`src/rtl/barrel8_shift_sched_pkg.sv`:
```
// Shared constants, FSM state encoding and per-pass step helper for the barrel8 scheduler.
package barrel_sched_pkg;

    localparam int unsigned DATA_W   = 8;
    localparam int unsigned AMT_W    = 4;
    localparam int unsigned MAX_STEP = 7;
    localparam int unsigned STEP_W   = 3;

    typedef enum logic [1:0] {
        IDLE  = 2'd0,
        SHIFT = 2'd1,
        DONE  = 2'd2
    } state_t;

    // One pass moves at most MAX_STEP positions; the remainder is left for later passes.
    function automatic logic [STEP_W-1:0] step_of(input logic [AMT_W-1:0] rem);
        return (rem > AMT_W'(MAX_STEP)) ? STEP_W'(MAX_STEP) : rem[STEP_W-1:0];
    endfunction

endpackage

```
`src/rtl/barrel8_shift_sched_barrel8.sv`:
```
// Combinational 8-bit logical barrel shifter, zero fill, 0..7 positions per call.
module barrel8
    import barrel_sched_pkg::*;
(
    input  logic [DATA_W-1:0] start,
    input  logic [STEP_W-1:0] shift,
    input  logic              right,
    output logic [DATA_W-1:0] result
);

    assign result = right ? (start >> shift) : (start << shift);

endmodule

```
`src/rtl/barrel8_shift_sched.sv`:
```
// Round-robin scheduler sharing one barrel8 between two requesters; multi-pass for amounts up to 15.
module barrel8_shift_sched
    import barrel_sched_pkg::*;
(
    input  logic              clk,
    input  logic              rst,
    input  logic              req0_valid,
    output logic              req0_ready,
    input  logic [DATA_W-1:0] req0_data,
    input  logic [AMT_W-1:0]  req0_amt,
    input  logic              req0_right,
    input  logic              req1_valid,
    output logic              req1_ready,
    input  logic [DATA_W-1:0] req1_data,
    input  logic [AMT_W-1:0]  req1_amt,
    input  logic              req1_right,
    output logic              rsp_valid,
    input  logic              rsp_ready,
    output logic [DATA_W-1:0] rsp_data,
    output logic              rsp_id
);

    state_t             state;
    logic [DATA_W-1:0]  acc;
    logic [AMT_W-1:0]   rem;
    logic               dir;
    logic               id;
    logic               last_grant;

    logic               any_req;
    logic               grant;
    logic [DATA_W-1:0]  sel_data;
    logic [AMT_W-1:0]   sel_amt;
    logic               sel_right;
    logic [STEP_W-1:0]  step;
    logic [DATA_W-1:0]  result;

    // Round-robin: on a tie the requester that did not win last time is granted.
    always_comb begin
        any_req   = req0_valid | req1_valid;
        grant     = (req0_valid && req1_valid) ? ~last_grant : req1_valid;
        sel_data  = grant ? req1_data  : req0_data;
        sel_amt   = grant ? req1_amt   : req0_amt;
        sel_right = grant ? req1_right : req0_right;
        step      = step_of(rem);
    end

    assign req0_ready = !rst && (state == IDLE) && any_req && !grant;
    assign req1_ready = !rst && (state == IDLE) && any_req &&  grant;

    barrel8 u_barrel8 (
        .start  (acc),
        .shift  (step),
        .right  (dir),
        .result (result)
    );

    // rsp_valid is raised one cycle after entering DONE, capturing acc/id into the response.
    always_ff @(posedge clk or posedge rst) begin
        if (rst) begin
            state      <= IDLE;
            acc        <= '0;
            rem        <= '0;
            dir        <= 1'b0;
            id         <= 1'b0;
            last_grant <= 1'b1;
            rsp_valid  <= 1'b0;
            rsp_data   <= '0;
            rsp_id     <= 1'b0;
        end else begin
            case (state)
                IDLE: begin
                    if (any_req) begin
                        acc        <= sel_data;
                        rem        <= sel_amt;
                        dir        <= sel_right;
                        id         <= grant;
                        last_grant <= grant;
                        state      <= (sel_amt == '0) ? DONE : SHIFT;
                    end
                end
                SHIFT: begin
                    acc <= result;
                    rem <= rem - AMT_W'(step);
                    if (rem == AMT_W'(step)) begin
                        state <= DONE;
                    end
                end
                DONE: begin
                    if (!rsp_valid) begin
                        rsp_valid <= 1'b1;
                        rsp_data  <= acc;
                        rsp_id    <= id;
                    end else if (rsp_ready) begin
                        rsp_valid <= 1'b0;
                        state     <= IDLE;
                    end
                end
                default: state <= IDLE;
            endcase
        end
    end

endmodule

```
`config.mk`:
```
export PLATFORM = sky130hd
export DESIGN_NAME = barrel8_shift_sched
export DESIGN_NICKNAME = d
export VERILOG_FILES = /design/src/rtl/barrel8_shift_sched_pkg.sv /design/src/rtl/barrel8_shift_sched_barrel8.sv /design/src/rtl/barrel8_shift_sched.sv
export SDC_FILE = /design/constraint.sdc
export NUM_CORES = 1
export LEC_CHECK = 0
export CORE_AREA = 2 2 80 52
export DETAILED_ROUTE_END_ITERATION = 6
export DIE_AREA = 0 0 82 54
export PLACE_DENSITY = 0.81
export SLEW_MARGIN = 40
export SYNTH_ARGS = -nofsm -noshare
export SYNTH_HDL_FRONTEND = slang
export SYNTH_SLANG_ARGS = --single-unit
export TNS_END_PERCENT = 20
```
`constraint.sdc`:
```
create_clock -name clk -period 4.65 [get_ports clk]
set_clock_uncertainty 0.15 [all_clocks]
set_input_delay 0.6975 -clock clk [delete_from_list [all_inputs] [get_ports clk]]
set_output_delay 0.6975 -clock clk [all_outputs]
set_load 0.02 [all_outputs]
```
After elaboration in Yosys (flattened, before gate mapping):

Cells that the tools add are included.

* bitwise logic cells: 3
* reductions and logical operators: 14
* add/sub/neg operators: 1
* multiply operators: 0
* divide/modulo/power cells: 0
* shifts and indexed selects: 2
* $lt $le $gt $ge: 1
* equal/unequal tests: 7
* muxes and demuxes: 18

Operator list (number)
* 2-to-1 mux 8 bit: 3
* case mux 8 bit (2 select lines): 1
* 2-to-1 mux 2 bit: 5
* 2-to-1 mux 4 bit: 2
* != test 2 bit, second input constant: 4
* case mux 4 bit (2 select lines): 1
* left shift 8 x 3 -> 8 bit: 1
* >> shifter 8 x 3 -> 8 bit: 1
* case mux 2 bit (3 select lines): 1
* AND reduction 2 bit: 3
* logical AND 1 bit: 5
* equality test 4 x 3 -> 1 bit: 1
* greater-than comparator 4 x 3 -> 1 bit, second input constant: 1
* zero test 4 bit: 1
* 2-to-1 mux 1 bit: 4
* AND reduction 4 bit: 1
* subtractor 4 x 3 -> 4 bit: 1
* 2-to-1 mux 3 bit: 1
* equality test 2 x 1 -> 1 bit, second input constant: 1
* equality test 2 bit, second input constant: 1
* zero test 1 bit: 2
* zero test 2 bit: 1
* NOT 1 bit: 2
* nonzero test 2 bit: 1
* bitwise OR 1 bit: 1

* output and inout port bits: 12
* register bits: 27
* ROM bits: 0
* memories kept: 0
* bits in latches: 0
* RAM bits: 0
* input port bits: 31
* word-level logic and storage cells: 55

Logic depth before layout (Yosys ltp):

* word-level depth: 7
* mapped depth: 8
* depth with buffers taken out: 5

Hierarchy:

A second synthesis with hierarchy kept.

* cells, all modules: 205
* area total of the unflattened synthesis: 1934.4 um2

Modules (own cells, without submodules)
* barrel8_shift_sched: area each 1373.8 um2, instances 1, seq. area each 676.9 um2, cells an instance 132
* barrel8: area each 560.5 um2, instances 1, seq. area each 0.0 um2, cells an instance 73

Worst setup path before layout:

Ideal clock, no wire load.

* path kind: in2out
* start: input req1_valid
* end: output req1_ready
* data required time: 3.803 ns
* stages: 4
* path slack: 2.300 ns
* buffers on the path: 1
* arrival: 1.503 ns
* cells stage by stage: a21boi_4 buf_4 nand2_1 nor2_1

* word-level cells in the longest chain between the ends: 3
* elaborated cells between the ends (all ways): 5
* classes of those cells: mux (1); bitwise (1); reduce/logical (3)

Ends and longest elaborated chain
* start, declared: line barrel8_shift_sched.sv:12 `input logic req1_valid,`
* bitwise OR 1 bit / logical AND 1 bit (equally long branches): line barrel8_shift_sched.sv:40, barrel8_shift_sched.sv:41
* logical AND 1 bit / 2-to-1 mux 1 bit (equally long branches): line barrel8_shift_sched.sv:49, barrel8_shift_sched.sv:41
* logical AND 1 bit *: line barrel8_shift_sched.sv:49 `assign req1_ready = !rst && (state == IDLE) && any_req && grant;`
* end, declared: line barrel8_shift_sched.sv:13 `output logic req1_ready,`

Mark *: on every way between the ends. The rest lies on a longest branch, timed or not.

Final worst setup path:

Ends and elaborated chain as after synthesis.

==> results.txt <==
Traced cell by cell, the critical path runs through clkdlybuf4s50_1, a21boi_4, nand2_1, nor2_1, clkdlybuf4s50_1. The logs give 3 for the number of buffers inserted during clock tree synthesis and 0 ns for the sum of negative setup slack. The power per cell area is 693 nW/um2.

Data arrives at the worst endpoint at 2.65 ns. The height of the die is 54 um. The share of synthesized area spent on multiplexers was 0.165; the wire length after detailed routing was 4840 um. The share of synthesized registers carrying an async set or reset was 1.00. The run gives 0 as the number of warnings printed during yosys synthesis. The tools report the total global-route track usage as 0.233. 43 I/O pins were placed. Initial standard-cell utilization of the core: 0.516.

Row generation in the floorplan step produced 18 rows. The cell sitting at the root of the clock tree is a sky130_fd_sc_hd__clkbuf_8. The area of the mapped netlist was 1950 um2; the number of port buffers was 42.

By startpoint and endpoint, the worst setup path is classified as input pin to primary output. The most used flip-flop cell after synthesis is sky130_fd_sc_hd__dfrtp_1. The logs give 0 for the max-slew violation total from the final report and 0 for the total of cells resized after clock tree synthesis.

Routability-driven placement finished with a final weighted congestion of 0.919. The standby leakage power is 0.000940 uW, and the number of levels the H-tree was split into is 1. Summing over every cut layer, the via total after detailed routing is 1809.

The flow ran to the end, and the final reports show no timing, DRC or antenna violations. The proportion of layout cells with a drive suffix above 1 was 0.133; the average cell area after synthesis was 9.33 um2. The worst register-to-register path begins at rem[0]. The nature of the critical path startpoint is an input pin. The classification of the worst-slack hold path was flop to flop.

The start point of the worst hold path is id. The tool flagged a number of max-cap violations equal to 0. The area fraction of the dominant cell type after synthesis was 0.334.

The number of synthesized flops with an enable pin is 0. The tools report the number of nets still failing antenna checks after routing as 0. The delay of the slowest critical-path stage was 0.61 ns; the number of hold violations in the final report was 0. Counting along the longest clock path gives a buffer depth of 2. The wire length of the first global-routing pass was 7790 um; the area share of fa/ha/maj cells after synthesis was 0.00641. For the max-slew headroom at the worst pin, the log shows 0.472. The floorplan step defined a core boundary enclosing 3780 um2.

Based on the critical path, the design can be clocked at up to 286 MHz. Synthesis produced a netlist whose cell count is 209. The share of synthesized area occupied by flip-flops and latches is 0.347.

The ratio of routed vias to standard cells was 6.22. The main combinational cell family by area after synthesis is compound AO/OA/AOI/OAI gates. The compound-cell area share of the yosys netlist was 0.237; the initial antenna violation count was 0. Count of final setup violators: 0.

Number of cells traversed by the worst register-to-register path: 4. The final clock period utilization by the worst path was 0.752. In this run the horizontal extent of the chip is 82 um. The number of antenna diodes in the final layout is 0. TritonCTS built the clock tree. From synthesis to final layout, the design area changed by 21.8%.

Synthesis inferred 27 register bits. The maximum vdd ir drop is 0.000338 V. The path with the worst hold slack has its endpoint at id. After detailed routing, the average wire length per cell comes to 16.6 um. Leaving out fill and tap cells, the most frequent cells in the layout are sky130_fd_sc_hd__clkdlybuf4s50_1, sky130_fd_sc_hd__dfrtp_1, sky130_fd_sc_hd__nor2_1, sky130_fd_sc_hd__mux2_2, sky130_fd_sc_hd__nand2_1. The floorplan step defined a die boundary enclosing 4430 um2. STA puts the critical path data required time at 3.80 ns.

Largest area contributor in the synthesized netlist: sky130_fd_sc_hd__dfrtp_1. For this run, the detailed router's first-pass iteration total came to 5. Clock tree synthesis found a total of 27 sinks. Kind of end point of the critical path: a primary output. Setup repair after global routing left no endpoint under its margin.

Once routing completed, OpenROAD measured the worst setup slack at 1.15 ns. Sorting the synthesized cells by area gives the leading types as sky130_fd_sc_hd__dfrtp_1, sky130_fd_sc_hd__mux2_2, sky130_fd_sc_hd__mux2i_1, sky130_fd_sc_hd__a32oi_1, sky130_fd_sc_hd__nor2_1. The worst path in the final design needs a cycle of 3.50 ns, including I/O delays and setup. After clock tree synthesis, the clock-pin slew on the worst setup and hold paths is 0.09 ns. The via count of the first global-routing pass is 1575, and the largest fanout on the critical path is 15. The first routing iteration left 200 violations. After the last flow step, the layout net total stands at 274.

The worst-case register-to-register setup slack was 2.38 ns; the remaining design rule violation count was 0. The clock reaches the later pin of the worst-skew pair after 0.28 ns. At the pin with the least slew margin, the transition time is 0.792 ns. The number of nets in the synthesized netlist is 241. The detailed placer's ending HPWL came out at 3490 um. Counting instances, the worst hold path has a depth of 2.

The fraction of the mapped netlist area in simple logic gates is 0.176. The count of cell types in the netlist was 50; the remaining global-route overflow was 0. Maximum number of pins on one net before global-route repair: 28.

Counting stages on the worst path, the most repeated cell is sky130_fd_sc_hd__clkdlybuf4s50_1. The library cell used most frequently in the layout, excluding fill and tap cells, is sky130_fd_sc_hd__clkdlybuf4s50_1. Prior to clock tree synthesis, the placed netlist has a worst setup slack of 1.17 ns.

Post-CTS setup repair buffer count: 0. The endpoint identified for the worst register-to-register timing path is acc[0]. For this design, the CTS-stage hold fixing added 0 buffers. Among all stages on the critical path, the largest delay is contributed by sky130_fd_sc_hd__clkdlybuf4s50_1. The fraction of synthesized cell area in xor and xnor cells came out at 0.
==> metrics by stage <==
| step | total power, uW | hold WS (ns) | utilization | instance area (um2) | cells |
|---|---|---|---|---|---|
| 4_1_cts | 1630 | 0.338 | 0.628 | 2380 | 291 |
| 3_3_place_gp | 1470 | 0.317 | 0.616 | 2330 | 287 |
| 6_report | 1650 | 0.334 | 0.628 | 2380 | 291 |
| 5_1_grt | 1770 | 0.348 | 0.628 | 2380 | 291 |
| 3_5_place_dp | 1490 | 0.311 | 0.616 | 2330 | 287 |
| 2_1_floorplan | 1260 | 0.290 | - | 1950 | 209 |
==> report_power, final <==
part	total, uW	internal (uW)	switching (uW)
sequential	585	357	229
clock	140	60.4	79.2
combinational	922	447	475
==> final cells by class <==
class                           instances  area [um2]
Inverter                                6        22.5
Fill cell                             337        1410
Sequential cell                        27         677
Tap cell                               50        62.6
Clock inverter                          1        5.00
Clock buffer                            3        41.3
Multi-Input combinational cell        161        1140
Timing Repair Buffer                   43         428
==> state kept, by name, indices dropped and copies added (netlist names) <==
register / cells
id: 1
acc: 8
rem: 4
rsp_valid: 1
dir: 1
rsp_id: 1
rsp_data: 8
state: 2
last_grant: 1
==> cells in the mapped netlist, drive strengths merged, types with 6 or more instances <==
master,n
mux2,17
inv,6
nand2b,9
buf,11
o21ai,11
a21oi,10
nor3,6
o211ai,6
nor2,18
dfrtp,26
mux2i,13
a32oi,7
nand2,15
==> routing by layer <==
metal | routed length (um) | vias up | track usage
met4 | 59 | 0 | 0.0444
met2 | 2050 | 109 | 0.356
met1 | 2210 | 837 | 0.341
li1 | - | 854 | -
met3 | 514 | 9 | 0.0520
met5 | 0 | - | 0
==> critical path: cells and delay by family <==
family	cells	cell delay, ns
compound gates	1	0.55
buf+inv	2	1.15
simple gates	2	0.25
==> kinds of logic after synthesis <==
| logic type | count (synthesis) |
|---|---|
| buffers and inverters | 21 |
| adder cells (fa/ha/maj) | 1 |
| flip-flops | 27 |
| multiplexers | 30 |
| AO/OA/AOI/OAI | 63 |
| AND/OR/NAND/NOR | 67 |
==> worst max-delay path by stage <==
stage | slack, ns | depth (start not counted) | end | startpoint
after global placement | 1.17 | 5 | req1_ready | req1_valid
after global routing | 1.01 | 5 | req1_ready | req1_valid
after CTS | 1.15 | 5 | req1_ready | req1_valid
after floorplan | 2.30 | 4 | req1_ready | req1_valid
final | 1.15 | 5 | req1_ready | req1_valid
after detailed placement | 1.17 | 5 | req1_ready | req1_valid
Note: power is estimated with default switching activity, not from simulation.
